===== src/rtl/pc_unit_rstack_if.sv =====
// Bus bundle for the SLC-3 program-counter unit with return-address stack.
// master : datapath/control side, drives load/select/stack controls, observes PC and stack status.
// slave  : the PC unit itself.
// Signals:
//   LD_PC, PCMUX, pc_bus, pc_adder   PC load enable, next-PC select and the two external sources
//   push, pop, clr_err               return-stack controls and sticky-error clear
//   PC                               current program counter
//   ras_count, ras_empty, ras_full   return-stack occupancy
//   ras_ovf, ras_unf                 sticky overflow / underflow flags
interface pc_unit_rstack_if #(
    parameter int unsigned WIDTH = 16,
    parameter int unsigned DEPTH = 8
);
    localparam int unsigned CW = $clog2(DEPTH) + 1;

    logic             LD_PC;
    logic [1:0]       PCMUX;
    logic [WIDTH-1:0] pc_bus;
    logic [WIDTH-1:0] pc_adder;
    logic             push;
    logic             pop;
    logic             clr_err;
    logic [WIDTH-1:0] PC;
    logic [CW-1:0]    ras_count;
    logic             ras_empty;
    logic             ras_full;
    logic             ras_ovf;
    logic             ras_unf;

    modport master (
        output LD_PC, PCMUX, pc_bus, pc_adder, push, pop, clr_err,
        input  PC, ras_count, ras_empty, ras_full, ras_ovf, ras_unf
    );

    modport slave (
        input  LD_PC, PCMUX, pc_bus, pc_adder, push, pop, clr_err,
        output PC, ras_count, ras_empty, ras_full, ras_ovf, ras_unf
    );
endinterface


===== src/rtl/pc_unit_rstack.sv =====
// Program-counter unit for the SLC-3 datapath with a hardware return-address stack.
// Holds PC, selects the next PC (PC+1 / bus / address adder / stack top) and keeps a
// DEPTH-entry LIFO of return addresses for JSR/JSRR/RET.
// Ports:
//   Clk    rising-edge clock for all state
//   Reset  synchronous, active-high; dominates every other input
//   bus    pc_unit_rstack_if.slave (controls in, PC and stack status out)
module pc_unit_rstack #(
    parameter int unsigned      WIDTH    = 16,
    parameter int unsigned      DEPTH    = 8,
    parameter logic [WIDTH-1:0] RESET_PC = '0
) (
    input  logic                Clk,
    input  logic                Reset,
    pc_unit_rstack_if.slave     bus
);
    localparam int unsigned AW = $clog2(DEPTH);
    localparam int unsigned CW = AW + 1;

    localparam logic [1:0] SEL_INC   = 2'b00;
    localparam logic [1:0] SEL_BUS   = 2'b01;
    localparam logic [1:0] SEL_ADDER = 2'b10;
    localparam logic [1:0] SEL_RAS   = 2'b11;

    logic [WIDTH-1:0] pc_q, pc_d;
    logic [CW-1:0]    cnt_q, cnt_d;
    logic             ovf_q, ovf_d;
    logic             unf_q, unf_d;

    logic [WIDTH-1:0] ras_mem_q [DEPTH];

    logic             ras_empty_w;
    logic             ras_full_w;
    logic [AW-1:0]    top_idx;
    logic [WIDTH-1:0] top_val;
    logic             wr_en;
    logic [AW-1:0]    wr_idx;
    logic             ovf_set;
    logic             unf_set;

    // Occupancy decode from the registered count.
    assign ras_empty_w = (cnt_q == '0);
    assign ras_full_w  = (cnt_q == CW'(DEPTH));

    // Top-of-stack as held before the edge; meaningless when empty and never used then.
    assign top_idx = AW'(cnt_q - CW'(1));
    assign top_val = ras_mem_q[top_idx];

    // Next-state for PC, stack pointer and sticky flags.
    always_comb begin
        pc_d    = pc_q;
        cnt_d   = cnt_q;
        wr_en   = 1'b0;
        wr_idx  = AW'(cnt_q);
        ovf_set = 1'b0;
        unf_set = 1'b0;

        if (bus.LD_PC) begin
            unique case (bus.PCMUX)
                SEL_INC:   pc_d = pc_q + WIDTH'(1);
                SEL_BUS:   pc_d = bus.pc_bus;
                SEL_ADDER: pc_d = bus.pc_adder;
                SEL_RAS: begin
                    // An empty stack has no valid top: hold PC rather than load stale data.
                    if (!ras_empty_w) begin
                        pc_d = top_val;
                    end
                end
                default:   pc_d = pc_q;
            endcase
        end

        if (bus.push && bus.pop) begin
            if (ras_empty_w) begin
                // Nothing to pop: the push still happens and the underflow is recorded.
                wr_en   = 1'b1;
                wr_idx  = '0;
                cnt_d   = CW'(1);
                unf_set = 1'b1;
            end else begin
                // Swap: overwrite the top in place; count unchanged, no overflow even when full.
                wr_en  = 1'b1;
                wr_idx = top_idx;
            end
        end else if (bus.push) begin
            if (ras_full_w) begin
                ovf_set = 1'b1;
            end else begin
                wr_en  = 1'b1;
                wr_idx = AW'(cnt_q);
                cnt_d  = cnt_q + CW'(1);
            end
        end else if (bus.pop) begin
            if (ras_empty_w) begin
                unf_set = 1'b1;
            end else begin
                cnt_d = cnt_q - CW'(1);
            end
        end

        // A new error in the same cycle as a clear wins.
        ovf_d = (ovf_q & ~bus.clr_err) | ovf_set;
        unf_d = (unf_q & ~bus.clr_err) | unf_set;

        if (Reset) begin
            wr_en = 1'b0;
        end
    end

    // Control state with synchronous reset.
    always_ff @(posedge Clk) begin
        if (Reset) begin
            pc_q  <= RESET_PC;
            cnt_q <= '0;
            ovf_q <= 1'b0;
            unf_q <= 1'b0;
        end else begin
            pc_q  <= pc_d;
            cnt_q <= cnt_d;
            ovf_q <= ovf_d;
            unf_q <= unf_d;
        end
    end

    // Return-address storage; contents are don't-care after reset so it has no reset.
    always_ff @(posedge Clk) begin
        if (wr_en) begin
            ras_mem_q[wr_idx] <= pc_q;
        end
    end

    assign bus.PC        = pc_q;
    assign bus.ras_count = cnt_q;
    assign bus.ras_empty = ras_empty_w;
    assign bus.ras_full  = ras_full_w;
    assign bus.ras_ovf   = ovf_q;
    assign bus.ras_unf   = unf_q;
endmodule

===== src/flat_wrapper.sv =====
// flat-port wrapper written by rule: the top's interface ports become plain ports
module pc_unit_rstack_flat 
#(
    parameter int unsigned      WIDTH    = 16,
    parameter int unsigned      DEPTH    = 8,
    parameter logic [WIDTH-1:0] RESET_PC = '0
)
  (Clk, Reset, bus_LD_PC, bus_PCMUX, bus_pc_bus, bus_pc_adder, bus_push, bus_pop, bus_clr_err, bus_PC, bus_ras_count, bus_ras_empty, bus_ras_full, bus_ras_ovf, bus_ras_unf);
  pc_unit_rstack_if #(.WIDTH(WIDTH), .DEPTH(DEPTH)) bus_i ();
  input  logic Clk;
  input  logic Reset;
  input wire logic [$bits(bus_i.LD_PC)-1:0] bus_LD_PC;
  input wire logic [$bits(bus_i.PCMUX)-1:0] bus_PCMUX;
  input wire logic [$bits(bus_i.pc_bus)-1:0] bus_pc_bus;
  input wire logic [$bits(bus_i.pc_adder)-1:0] bus_pc_adder;
  input wire logic [$bits(bus_i.push)-1:0] bus_push;
  input wire logic [$bits(bus_i.pop)-1:0] bus_pop;
  input wire logic [$bits(bus_i.clr_err)-1:0] bus_clr_err;
  output wire logic [$bits(bus_i.PC)-1:0] bus_PC;
  output wire logic [$bits(bus_i.ras_count)-1:0] bus_ras_count;
  output wire logic [$bits(bus_i.ras_empty)-1:0] bus_ras_empty;
  output wire logic [$bits(bus_i.ras_full)-1:0] bus_ras_full;
  output wire logic [$bits(bus_i.ras_ovf)-1:0] bus_ras_ovf;
  output wire logic [$bits(bus_i.ras_unf)-1:0] bus_ras_unf;
  assign bus_i.LD_PC = bus_LD_PC;
  assign bus_i.PCMUX = bus_PCMUX;
  assign bus_i.pc_bus = bus_pc_bus;
  assign bus_i.pc_adder = bus_pc_adder;
  assign bus_i.push = bus_push;
  assign bus_i.pop = bus_pop;
  assign bus_i.clr_err = bus_clr_err;
  assign bus_PC = bus_i.PC;
  assign bus_ras_count = bus_i.ras_count;
  assign bus_ras_empty = bus_i.ras_empty;
  assign bus_ras_full = bus_i.ras_full;
  assign bus_ras_ovf = bus_i.ras_ovf;
  assign bus_ras_unf = bus_i.ras_unf;
  pc_unit_rstack #(.WIDTH(WIDTH), .DEPTH(DEPTH), .RESET_PC(RESET_PC)) u_core (.Clk(Clk), .Reset(Reset), .bus(bus_i));
endmodule

===== config.mk =====
export PLATFORM = sky130hd
export DESIGN_NAME = pc_unit_rstack_flat
export DESIGN_NICKNAME = d
export VERILOG_FILES = /design/src/rtl/pc_unit_rstack_if.sv /design/src/rtl/pc_unit_rstack.sv /design/src/flat_wrapper.sv
export SDC_FILE = /design/constraint.sdc
export NUM_CORES = 1
export LEC_CHECK = 0
export ABC_AREA = 1
export CELL_PAD_IN_SITES_DETAIL_PLACEMENT = 0
export CELL_PAD_IN_SITES_GLOBAL_PLACEMENT = 1
export CORE_MARGIN = 2
export CORE_UTILIZATION = 46
export CTS_BUF_LIST = sky130_fd_sc_hd__clkbuf_8
export CTS_CLUSTER_SIZE = 10
export DETAILED_ROUTE_END_ITERATION = 8
export PLACE_DENSITY_LB_ADDON = 0.1
export SLEW_MARGIN = 25
export SYNTH_ARGS = -nofsm -noshare
export SYNTH_HDL_FRONTEND = slang
export SYNTH_SLANG_ARGS = --single-unit

===== constraint.sdc =====
create_clock -name Clk -period 3.4 [get_ports Clk]
set_input_delay 0.51 -clock Clk [delete_from_list [all_inputs] [get_ports Clk]]
set_output_delay 0.51 -clock Clk [all_outputs]
set_load 0.01 [all_outputs]

== After elaboration in Yosys (flattened, before gate mapping) ==
Memory sizes are Yosys's and may differ from the RTL's.
Index checks and enable logic that the tools add are counted.

* Register bits: 22
* Bits in writable memories: 128
* Bits of input ports: 40
* Output and inout bits: 24
* Memories: 1

* Add/sub/neg operators: 3
* Equality and inequality tests: 8
* Multiplexer cells: 23
* Bitwise logic cells: 5
* Reductions and logical operators: 6

{| class="wikitable"
|+ Memory list
! memory !! words !! bits a word !! rd ports !! clocked after memory_dff !! write ports !! line !! RTL
|-
| u_core.ras_mem_q || 8 || 16 || 1 || 0 || 1 || pc_unit_rstack.sv:30 || <nowiki>logic [WIDTH-1:0] ras_mem_q [DEPTH];</nowiki>
|}

{| class="wikitable"
|+ Operators with widths
! cell !! number
|-
| $pmux W16 S4 || 1
|-
| $mux W4 || 6
|-
| $add A16 B1 Y16 const B || 1
|-
| $mux W16 || 1
|-
| $mux W1 || 13
|-
| $mux W3 || 2
|-
| $ne A3 B2 Y1 const B || 2
|-
| $add A4 B1 Y4 const B || 1
|-
| $eq A2 B2 Y1 const B || 2
|-
| $eq A4 B4 Y1 const B || 1
|-
| $logic_not A4 Y1 || 1
|-
| $ne A2 B2 Y1 const B || 2
|-
| $reduce_and A4 Y1 || 1
|-
| $sub A4 B1 Y4 const B || 1
|-
| $reduce_bool A3 Y1 || 1
|-
| $and A1 B1 Y1 || 2
|-
| $eq A2 B1 Y1 const B || 1
|-
| $logic_not A2 Y1 || 1
|-
| $or A1 B1 Y1 || 2
|-
| $reduce_and A2 Y1 || 1
|-
| $logic_and A1 B1 Y1 || 1
|-
| $not A1 Y1 || 1
|}

== Logic depth before layout (Yosys ltp) ==
Gate-level depths: netlist of run 1.

* Depth after elaboration: 7
* Gate-level depth with buffers: 14
* Mapped depth without buffers: 10

== Least setup slack after synthesis of run 1 ==
No wires, ideal clock.

* Path type: register to register
* Start point: reg u_core.cnt_q[0], in the netlist u_core.bus.ras_count[0]
* End point: mem u_core.ras_mem_q[2][0] (enable)
* Setup time: 388 ps
* Data arrival time: 2,550 ps
* Data required time: 3,012 ps
* Setup slack: 461 ps
* Stages on the path, launching flop included: 11
* Cell sequence: dfxtp_1 -> inv_2 -> buf_4 -> buf_2 -> ha_1 -> xnor2_2 -> buf_6 -> o22ai_2 -> inv_1 -> nand2_1 -> nor2_1

* Word-level cells in the longest chain between the ends: 7
* Elaborated cells on any way between the ends: 11

{| class="wikitable"
|+ RTL lines
! item !! line !! RTL
|-
| from (decl) || pc_unit_rstack.sv:26 || <nowiki>logic [CW-1:0] cnt_q, cnt_d;</nowiki>
|-
| from (signal assigned) || pc_unit_rstack.sv:119 || <nowiki>cnt_q <= cnt_d;</nowiki>
|-
| $eq A4 B4 Y1 || pc_unit_rstack.sv:43 || <nowiki>assign ras_full_w = (cnt_q == CW'(DEPTH));</nowiki>
|-
| $mux W1 || pc_unit_rstack.sv:86 || <nowiki>if (ras_full_w) begin</nowiki>
|-
| $mux W1 || pc_unit_rstack.sv:85 || <nowiki>end else if (bus.push) begin</nowiki>
|-
| $mux W1 || pc_unit_rstack.sv:73 || <nowiki>if (bus.push && bus.pop) begin</nowiki>
|-
| $mux W1 || pc_unit_rstack.sv:105 || <nowiki>if (Reset) begin</nowiki>
|-
| $mux W1 || pc_unit_rstack.sv:127 || <nowiki>if (wr_en) begin</nowiki>
|-
| $mux W1 (implied by the code) || pc_unit_rstack.sv:128 || <nowiki>ras_mem_q[wr_idx] <= pc_q;</nowiki>
|-
| to (decl) || pc_unit_rstack.sv:30 ||
|}

Several ways; a longest one is shown, not always the timed one.

== Worst setup path in the final report of run 1 ==
* Start point: reg u_core.cnt_q[1], in the netlist u_core.bus.ras_count[1]
* End point: reg u_core.pc_q[5], in the netlist u_core.bus.PC[5]

* Word-level cells in the longest chain between the ends: 4
* Elaborated cells on any way between the ends: 7

{| class="wikitable"
|+ RTL lines
! item !! line !! RTL
|-
| $sub A4 B1 Y4 || pc_unit_rstack.sv:46 || <nowiki>assign top_idx = AW'(cnt_q - CW'(1));</nowiki>
|-
| $mem_v2 Z8 W16 || n/a ||
|-
| $mux W16 || pc_unit_rstack.sv:65 || <nowiki>if (!ras_empty_w) begin</nowiki>
|-
| $pmux W16 S4 || pc_unit_rstack.sv:59 || <nowiki>unique case (bus.PCMUX)</nowiki>
|-
| to (signal assigned) || pc_unit_rstack.sv:118 || <nowiki>pc_q <= pc_d;</nowiki>
|-
| to (decl) || pc_unit_rstack.sv:25 || <nowiki>logic [WIDTH-1:0] pc_q, pc_d;</nowiki>
|}

Several ways; a longest one is shown, not always the timed one. The select of a mux whose other input is x is not followed.
A chain may end at the register's enable or synchronous reset.

==> summary.md, run 1 <==
| Metric | Value |
|---|---|
| Crit path kind | `register to register` |
| Reg-to-reg startpoint | `u_core.bus.ras_count[1]` |
| Share of cells above drive strength 1 | `roughly a tenth` |
| Max VDD drop | `0.000198 V` |
| Dominant cell type by area after synthesis | `edfxtp_1` |
| Via/cell ratio | `5.45` |
| Dpl cells | `944` |
| Final Power | `a little under 5 mW` |
| Synth area leaders | `edfxtp_1, nor2_1, nand2_1` |
| Clock Skew | `0.0107 ns` |
| Ys async rst share | `0%` |
| Switch share | `33.7%` |
| Reg2Reg Depth | `9` |
| Synth warnings | `0` |
| Outcome | `completed` |
| Largest net degree at the start of global routing | `70` |
| GRT overflow | `0` |
| Post-Synthesis Mean Instance Area | `9.72 sq um` |
| Postcts setup bufs | `0` |
| Least-Margin Pin Slew | `roughly 0.73 ns` |
| Clk pwr share | `26.4%` |
| Critical path arrival | `3.14 ns` |
| Synthesis-to-layout area growth | `17.3%` |
| PwrDens | `~610 mW/mm^2` |
| Net Count, Synth | `757` |
| Bufs on Longest Clock Path | `2` |
| FF+latch count, synth | `150` |
| Number of global-route vias before repair | `5154` |
| GR Util met2 | `between 30% and 40%` |
| Grt met1 use | `32.5%` |
| Rows | `44` |
| Design area | `0.00813 sq mm` |
| Met3 usage | `3.92%` |
| Overall die area | `about 0.016 sq mm` |
| Worst-Skew Late Latency | `0.44 ns` |
| CTS tree | `done` |
| GRT Util Overall | `a little under a quarter` |
| Reg power frac | `46.0%` |
| Final Setup Violations | `0` |
| CTS sink cnt | `150` |
| P_sw | `1.66 mW` |
| Router iterations before antenna repair | `5` |
| WP data required | `3.80 ns` |
| Initial core utilization | `47.3%` |
| Final GP Congestion | `0.881` |
| Hold_buf cts | `0` |
| FF-to-FF End | `u_core.bus.PC[5]` |
| Global-route wire length before repair | `27600 um` |
| Final period util | `80.5%` |
| DRC | `0` |
| Nets | `between 800 and 900` |
| Num ports | `between 60 and 70` |
| Synth cell types | `34` |
| Antenna violations before repair | `0` |
| Reg clk slew, reported paths | `0.08 ns` |
| DP Area | `0.00775 sq mm` |
| Minimum clock period | `about 2.7 ns` |
| Fin. Hold Viols | `0` |
| CTS Buf Count | `17` |
| Die X | `127 um` |
| PortBufs | `63` |
| Sequential fraction of the synthesis area | `61.8%` |
| MaxCap Viol Count | `0` |
| Share of the synthesized area in the top cell type | `a little under three fifths` |
| Core Area | `0.0146 sq mm` |
| RSZ-0062 raised after global routing | `false` |
| Max FO, Critical Path | `34` |
| Mapped Area | `0.00693 sq mm` |
| Synth Flop Type | `edfxtp_1` |
| Die Ht | `127 um` |
| Vias | `5321` |
| Combinational share of power | `about 28%` |
| Worst setup SP type | `register` |
| Top-count cell post-synth | `nor2_1` |
| Number of flops mapped to enable cells by yosys | `128` |
| Fmax | `approximately 0.37 GHz` |
| Synth top cells by count | `nor2_1, edfxtp_1, nand2_1` |
| CP endpoint | `u_core.bus.PC[5]` |
| Root buf cell | `clkbuf_8` |
| Final core occ | `55.5%` |
| Cells after Synth | `713` |
| Hold WC Path Type | `register to register` |
| Crit end category | `register` |
| ANT nets after route | `0` |
| Global route hottest layer | `met2` |
| R2r setup slk | `0.66 ns` |
| Internal cell power | `about 3.3 mW` |
| Wire length per cell | `17.9 um` |
| Final Max Slew Viols | `0` |
| Non-Filler Instances | `976` |
| Htree depth | `4` |
| 1st-iter DRT viols | `between 400 and 500` |
| Setup total negative slack | `0 ns` |
| Max transition margin | `51.4%` |
| Post-Route WL | `17500 um` |
| Worst setup path startpoint | `u_core.bus.ras_count[1]` |
| Post-cts gate resize count | `0` |
| Diode count | `0` |
| Post-DP HPWL | `roughly 12000 um` |
| Leak Pwr | `2.98 nW` |
-- area by class of cell --
| class | instances | area [sq um] |
|---|---|---|
| clock buffers | 17 | 234 |
| multi-input cells | 484 | 2290 |
| inverters | 44 | 168 |
| fillers | 1315 | 6520 |
| flip-flops and latches | 150 | 4290 |
| well taps | 184 | 230 |
| clock inverters | 15 | 140 |
| repair buffers | 82 | 773 |
-- per-stage QoR --
stage          worst slack, ns  hold slack [ns]
6_report                 0.663            0.467
3_5_place_dp             0.680            0.461
5_1_grt                  0.393            0.501
2_1_floorplan            0.461            0.487
4_1_cts                  0.685            0.472
3_3_place_gp             0.694            0.453
-- kinds of logic after synthesis --
group,after synthesis,synth area share [%]
xor gates and xnor gates,6,0.867
DFF,150,61.8
AOI/OAI and AO/OA,125,10.5
and+or+nand+nor,349,21.1
adders and majority gates,4,0.722
buffers and inverters,79,5.04
-- power by group through the flow --
stage / Combinational, mW / Clock [mW] / Sequential, mW
6_report: 1.36 / 1.30 / 2.26
5_1_grt: 1.51 / 1.40 / 2.28
3_3_place_gp: 1.34 / 0 / 2.30
2_1_floorplan: 0.905 / 0 / 2.29
4_1_cts: 1.37 / 1.32 / 2.26
3_5_place_dp: 1.36 / 0 / 2.30
-- cells in the final DEF (no fill, tap or decap), types with 8 or more instances in the layout --
master | netlist | final
a21oi_1 | 27 | 27
buf_4 | 3 | 19
clkbuf_8 | 0 | 17
clkdlybuf4s50_1 | 0 | 63
dfxtp_1 | 22 | 21
edfxtp_1 | 128 | 128
inv_1 | 40 | 41
nand2_1 | 121 | 121
nand3_1 | 60 | 60
nor2_1 | 149 | 149
o211ai_2 | 8 | 8
o21ai_0 | 70 | 70
-- routing by layer --
layer  wire [um]  vias to the layer above
li1            -                     2577
met2        8140                      181
met3         906                       21
met1        8150                     2542
met4         295                        0
met5           0                        -
-- worst max-delay path, cell delays in order (launching register included) --
cell and delay (ns):
dfxtp_1 0.39, inv_1 0.14, ha_1 0.78, buf_4 0.47, o21ai_0 0.21, o211ai_2 0.23
nand3_1 0.18, nand3_1 0.14, nand2_1 0.08, inv_1 0.05
-- sequential cells by signal, summed over array words and instances (netlist names) --
name	cells
u_core.bus.PC	16
u_core.bus.ras_unf	1
u_core.bus.ras_ovf	1
u_core.ras_mem_q	128
u_core.bus.ras_count	4
-- how the worst min path moves through the flow --
stage | from | endpoint | slack, ns | depth (start not counted)
after floorplan | u_core.bus.ras_unf | u_core.bus.ras_unf | 0.49 | 2
after global placement | u_core.bus.ras_unf | u_core.bus.ras_unf | 0.45 | 2
after detailed placement | u_core.bus.ras_unf | u_core.bus.ras_unf | 0.46 | 2
after CTS | u_core.bus.ras_unf | u_core.bus.ras_unf | 0.47 | 2
after global routing | u_core.bus.ras_unf | u_core.bus.ras_unf | 0.50 | 2
final | u_core.bus.ras_unf | u_core.bus.ras_unf | 0.47 | 2
Note: power is estimated with default switching activity, not from simulation.
==> run 2, diff against run 1 <==
==> constraint.sdc (replaced) <==
create_clock -name Clk -period 2.68 [get_ports Clk]
set_input_delay 0.402 -clock Clk [delete_from_list [all_inputs] [get_ports Clk]]
set_output_delay 0.402 -clock Clk [all_outputs]
set_load 0.01 [all_outputs]
==> run 2 against run 1 <==
  * Total power up 24%
  * First-iteration DRC count down 17%
  * Non-clock buffer count up 15
  * Cell count up 1.2%
  * Core utilization up 0.67 points
  * Critical endpoint is now bus_ras_empty
  * Via count down 0.83%
  * Clock power up 11%
  * Wire length down 1.7%
==> summary.md, run 2 (synthesis results as in run 1) <==
| Metric | Value |
|---|---|
| Outcome | `completed` |
| Largest register FFs | `128` |
| Hold WC Path Type | `register to register` |
| Number of global-route vias before repair | `5051` |
| Postcts setup bufs | `0` |
| Bufs on Longest Clock Path | `2` |
| Reg2Reg Depth | `7` |
| Wire length per cell | `between 15 and 20 um` |
| Final Setup Violations | `0` |
| RSZ-0062 raised after global routing | `false` |
| Initial core utilization | `47.3%` |
| Final core occ | `56.2%` |
| Synthesis-to-layout area growth | `18.7%` |
| CTS Buf Count | `17` |
| Critical path arrival | `slightly above 2 ns` |
| Post-DP HPWL | `12000 um` |
| Hold_buf cts | `0` |
| WP data required | `2.28 ns` |
| Top reg by flops | `u_core.ras_mem_q` |
| Setup WS pre-CTS | `0.0768 ns` |
| Max VDD drop | `0.000285 V` |
| Router iterations before antenna repair | `5` |
| Fin. Hold Viols | `0` |
| Largest net degree at the start of global routing | `67` |
| ANT nets after route | `0` |
| Post-cts gate resize count | `0` |
| Fmax | `0.404 GHz` |
| Worst setup SP type | `register` |
| Reg clk slew, reported paths | `approximately 0.08 ns` |
| PortBufs | `63` |
| Vias | `5277` |
| 1st-iter DRT viols | `384` |
| CTS sink cnt | `150` |
| Final period util | `92.4%` |
| Leak Pwr | `3.05 nW` |
| Die X | `127 um` |
| Setup total negative slack | `0 ns` |
| Die Ht | `about 130 um` |
| Minimum clock period | `2.48 ns` |
| WHS Path Cells | `2` |
| DRC | `0` |
| CTS tree | `done` |
| DP Area | `0.00791 sq mm` |
| Least-Margin Pin Slew | `0.888 ns` |
| Root buf cell | `clkbuf_8` |
| Rows | `44` |
| FILL cells | `1301` |
| Nets | `838` |
| Global-route wire length before repair | `roughly 27000 um` |
| Via/cell ratio | `5.34` |
| Worst-Skew Late Latency | `0.44 ns` |
| Antenna violations before repair | `0` |
| GRT overflow | `0` |
| Share of cells above drive strength 1 | `between 10 and 15%` |
| PwrDens | `742 mW/mm^2` |
| Overall die area | `0.0161 sq mm` |
| Max FO, Critical Path | `6` |
| Htree depth | `4` |
| GRT Util Overall | `about 22%` |
| Num ports | `between 60 and 70` |
| Most common cell after layout, fill and taps aside | `nor2_1` |
| Crit path kind | `register to primary output` |
| Post-Route WL | `17200 um` |
| Core Area | `approximately 0.015 sq mm` |
| Commonest non-fill, non-tap cells in the layout | `nor2_1, edfxtp_1, nand2_1` |
| Design area | `0.00822 sq mm` |
| Max transition margin | `40.8%` |
| Diode count | `0` |
| MaxCap Viol Count | `0` |
| Final GP Congestion | `0.845` |
| Final Max Slew Viols | `0` |
| Worst setup margin | `around 0.20 ns` |
| Crit end category | `primary output` |
| Clock Skew | `roughly 0.016 ns` |
[run 2: report_power, final]
part | leakage [nW] | internal (mW) | switching (mW)
clock network | 0.178 | 0.685 | 0.751
registers | 1.37 | 2.73 | 0.115
logic | 1.50 | 0.649 | 1.17
[run 2: critical path, stage by stage (launching register included)]
cell and delay (ns):
dfxtp_1 0.34, inv_1 0.17, ha_1 0.27, nand3_2 0.10, buf_4 0.16, inv_1 0.06
clkdlybuf4s50_1 0.53
[run 2: routing by layer]
layer / track usage [%] / vias up / routed length [um]
met2: 35.0 / 175 / 7950
met1: 30.6 / 2478 / 7980
li1: - / 2596 / -
met3: 4.18 / 28 / 928
met4: 8.27 / 0 / 321
met5: 0 / - / 0
[run 2: final timing paths]
kind	start	end	slack, ns
worst max register to register	u_core.bus.ras_count[1]	u_core.ras_mem_q[4][6]	0.25
worst min register to register	u_core.bus.ras_unf	u_core.bus.ras_unf	0.48
worst max-delay path	u_core.bus.ras_count[1]	bus_ras_empty	0.20
worst min-delay path	u_core.bus.ras_unf	u_core.bus.ras_unf	0.48
[run 2: stage by stage]
stage                     total power, mW  hold WS (ns)  instances
after floorplan                      4.06         0.487        713
after global placement               4.69         0.455        959
after detailed placement             4.72         0.471        959
after CTS                            6.14         0.483        988
after global routing                 6.44         0.530        988
final                                6.10         0.478        988
[run 2: area by class of cell]
cell class	instances	area (sq um)	share of cell area, %
clock buffer	17	234	2.84
clock inverter	12	76.3	0.928
multi-input combinational	484	2320	28.2
inverter	44	168	2.04
sequential	150	4290	52.1
tap	184	230	2.80
timing repair buffer	97	911	11.1
==> run 3, diff against run 2 <==
--- a/config.mk
+++ b/config.mk
@@ -13,7 +13,8 @@
 export CTS_BUF_LIST = sky130_fd_sc_hd__clkbuf_8
 export CTS_CLUSTER_SIZE = 10
 export DETAILED_ROUTE_END_ITERATION = 8
-export PLACE_DENSITY_LB_ADDON = 0.1
+export PLACE_DENSITY = 0.83
+export REMOVE_ABC_BUFFERS = 1
 export SLEW_MARGIN = 25
 export SYNTH_ARGS = -nofsm -noshare
 export SYNTH_HDL_FRONTEND = slang
==> run 3 against run 2 <==
  * Non-clock buffer count rose by 9
  * Maximum frequency down 0.54%
  * Total power increased by 7.5%
  * Combinational power rose by 3%
  * Flip-flop and latch count stayed put
  * Die area did not move
  * Hold slack worse by 0.0032 ns
  * First-iteration DRC count up 60%
  * Clock power is 29% higher
==> summary.md, run 3 (synthesis results as in run 1) <==
| Metric | Value |
|---|---|
| Worst setup SP type | `register` |
| Dpl cells | `968` |
| Num ports | `64` |
| Final core occ | `57.0%` |
| Fin. Hold Viols | `0` |
| Number of global-route vias before repair | `5404` |
| Reg2Reg Depth | `8` |
| Hold WC Path Type | `register to register` |
| Post-cts gate resize count | `0` |
| Top reg by flops | `u_core.ras_mem_q` |
| Router iterations before antenna repair | `5` |
| PortBufs | `63` |
| Synthesis-to-layout area growth | `20.6%` |
| Final Power | `approximately 6.6 mW` |
| Postcts setup bufs | `0` |
| MaxCap Viol Count | `0` |
| Combinational share of power | `28.5%` |
| Commonest non-fill, non-tap cells in the layout | `nor2_1, edfxtp_1, nand2_1` |
| Hold_buf cts | `0` |
| ANT nets after route | `0` |
| Max VDD drop | `~0.00043 V` |
| Post-Route WL | `19100 um` |
| DRC | `0` |
| Vias | `around 5600` |
| Initial core utilization | `47.3%` |
| Bufs on Longest Clock Path | `2` |
| Via/cell ratio | `approximately 5.6` |
| Rows | `44` |
| Overall die area | `0.0161 sq mm` |
| Global-route wire length before repair | `29400 um` |
| Post-DP HPWL | `12900 um` |
| Final period util | `92.9%` |
| CTS Buf Count | `17` |
| P_sw | `2.17 mW` |
| Crit path kind | `register to primary output` |
| Share of cells above drive strength 1 | `between 10% and 20%` |
| Final Setup Violations | `0` |
| CTS sink cnt | `150` |
| Non-Filler Instances | `1000` |
| Htree depth | `4` |
| Antenna violations before repair | `0` |
| Max transition margin | `50.0%` |
| Nets | `847` |
| Outcome | `completed` |
| DP Area | `0.00793 sq mm` |
| Internal cell power | `4.39 mW` |
| GRT Util Overall | `24.3%` |
| WHS Path Cells | `2` |
| Max FO, Critical Path | `69` |
| Critical path arrival | `2.09 ns` |
| GRT overflow | `0` |
| Switch share | `between 30% and 40%` |
| PwrDens | `786 mW/mm^2` |
| Crit end category | `primary output` |
| Clk pwr share | `28.3%` |
| WP data required | `2.28 ns` |
| R2r setup slk | `0.36 ns` |
| Reg clk slew, reported paths | `about 0.080 ns` |
| Diode count | `0` |
| Largest register FFs | `128` |
| Worst-Skew Late Latency | `approximately 0.46 ns` |
| Most common cell after layout, fill and taps aside | `nor2_1` |
| 1st-iter DRT viols | `slightly above 600` |
| Root buf cell | `clkbuf_8` |
| RSZ-0062 raised after global routing | `false` |
| Final Max Slew Viols | `0` |
| Setup total negative slack | `0 ns` |
| Die Ht | `127 um` |
| Leak Pwr | `3.13 nW` |
| Core Area | `0.0146 sq mm` |
| Final GP Congestion | `around 0.90` |
| Fmax | `~0.4 GHz` |
| Wire length per cell | `19.1 um` |
| Least-Margin Pin Slew | `0.750 ns` |
| Reg power frac | `43.2%` |
| Minimum clock period | `2.49 ns` |
| Largest net degree at the start of global routing | `70` |
| Design area | `0.00835 sq mm` |
| Die X | `127 um` |
| CTS tree | `done` |
| Clock Skew | `slightly below 0.01 ns` |
| FILL cells | `~1300` |
-- run 3: cell count changes in the layout (fill, tap and decap cells not counted) --
| cell | previous run | this run |
|---|---|---|
| clkinvlp_4 | 0 | 2 |
| buf_12 | 2 | 0 |
| nor2_1 | 143 | 149 |
| clkinv_4 | 0 | 1 |
| buf_4 | 32 | 43 |
| clkinv_1 | 3 | 0 |
| bufinv_16 | 1 | 4 |
| nor2_2 | 7 | 3 |
| clkinv_2 | 4 | 6 |
| inv_6 | 0 | 1 |
| nor2_4 | 2 | 0 |
| inv_1 | 44 | 41 |
-- run 3: power by group through the flow --
stage / registers (mW) / clock network, mW / logic, mW
4_1_cts: 2.83 / 1.87 / 1.86
3_5_place_dp: 2.88 / 0 / 1.84
6_report: 2.83 / 1.86 / 1.87
5_1_grt: 2.85 / 1.96 / 2.06
2_1_floorplan: 2.93 / 0 / 1.00
3_3_place_gp: 2.88 / 0 / 1.82
-- run 3: final timing paths --
check,startpoint,endpoint
max,u_core.bus.ras_count[0],bus_ras_count[0]
min,u_core.bus.ras_unf,u_core.bus.ras_unf
max reg2reg,u_core.bus.ras_count[1],u_core.ras_mem_q[1][2]
min reg2reg,u_core.bus.ras_unf,u_core.bus.ras_unf
-- run 3: routing by layer --
metal  track usage, %  wire length, um  vias up
met5                0                0        -
met4             8.53              434        0
met3             5.69             1680       36
met2             38.0             8810      266
met1             33.5             8180     2702
li1                 -                -     2617
-- run 3: per-stage QoR --
step,worst slack (ns),hold slack (ns)
5_1_grt,0.0998,0.491
4_1_cts,0.183,0.479
6_report,0.191,0.475
2_1_floorplan,-1.83,0.471
3_5_place_dp,0.103,0.465
3_3_place_gp,0.163,0.458
-- run 3: cell type report --
class	count	area, sq um	area share (%)
Tap cell	184	230	2.76
Clock inverter	15	186	2.23
Timing Repair Buffer	106	953	11.4
Sequential cell	150	4290	51.3
Inverter	44	168	2.01
Clock buffer	17	234	2.80
Multi-Input combinational cell	484	2290	27.5
-- run 3: critical path, cell delays in order, from the launching register on --
cell,delay (ns)
dfxtp_2,0.34
buf_4,0.59
clkdlybuf4s50_1,0.68
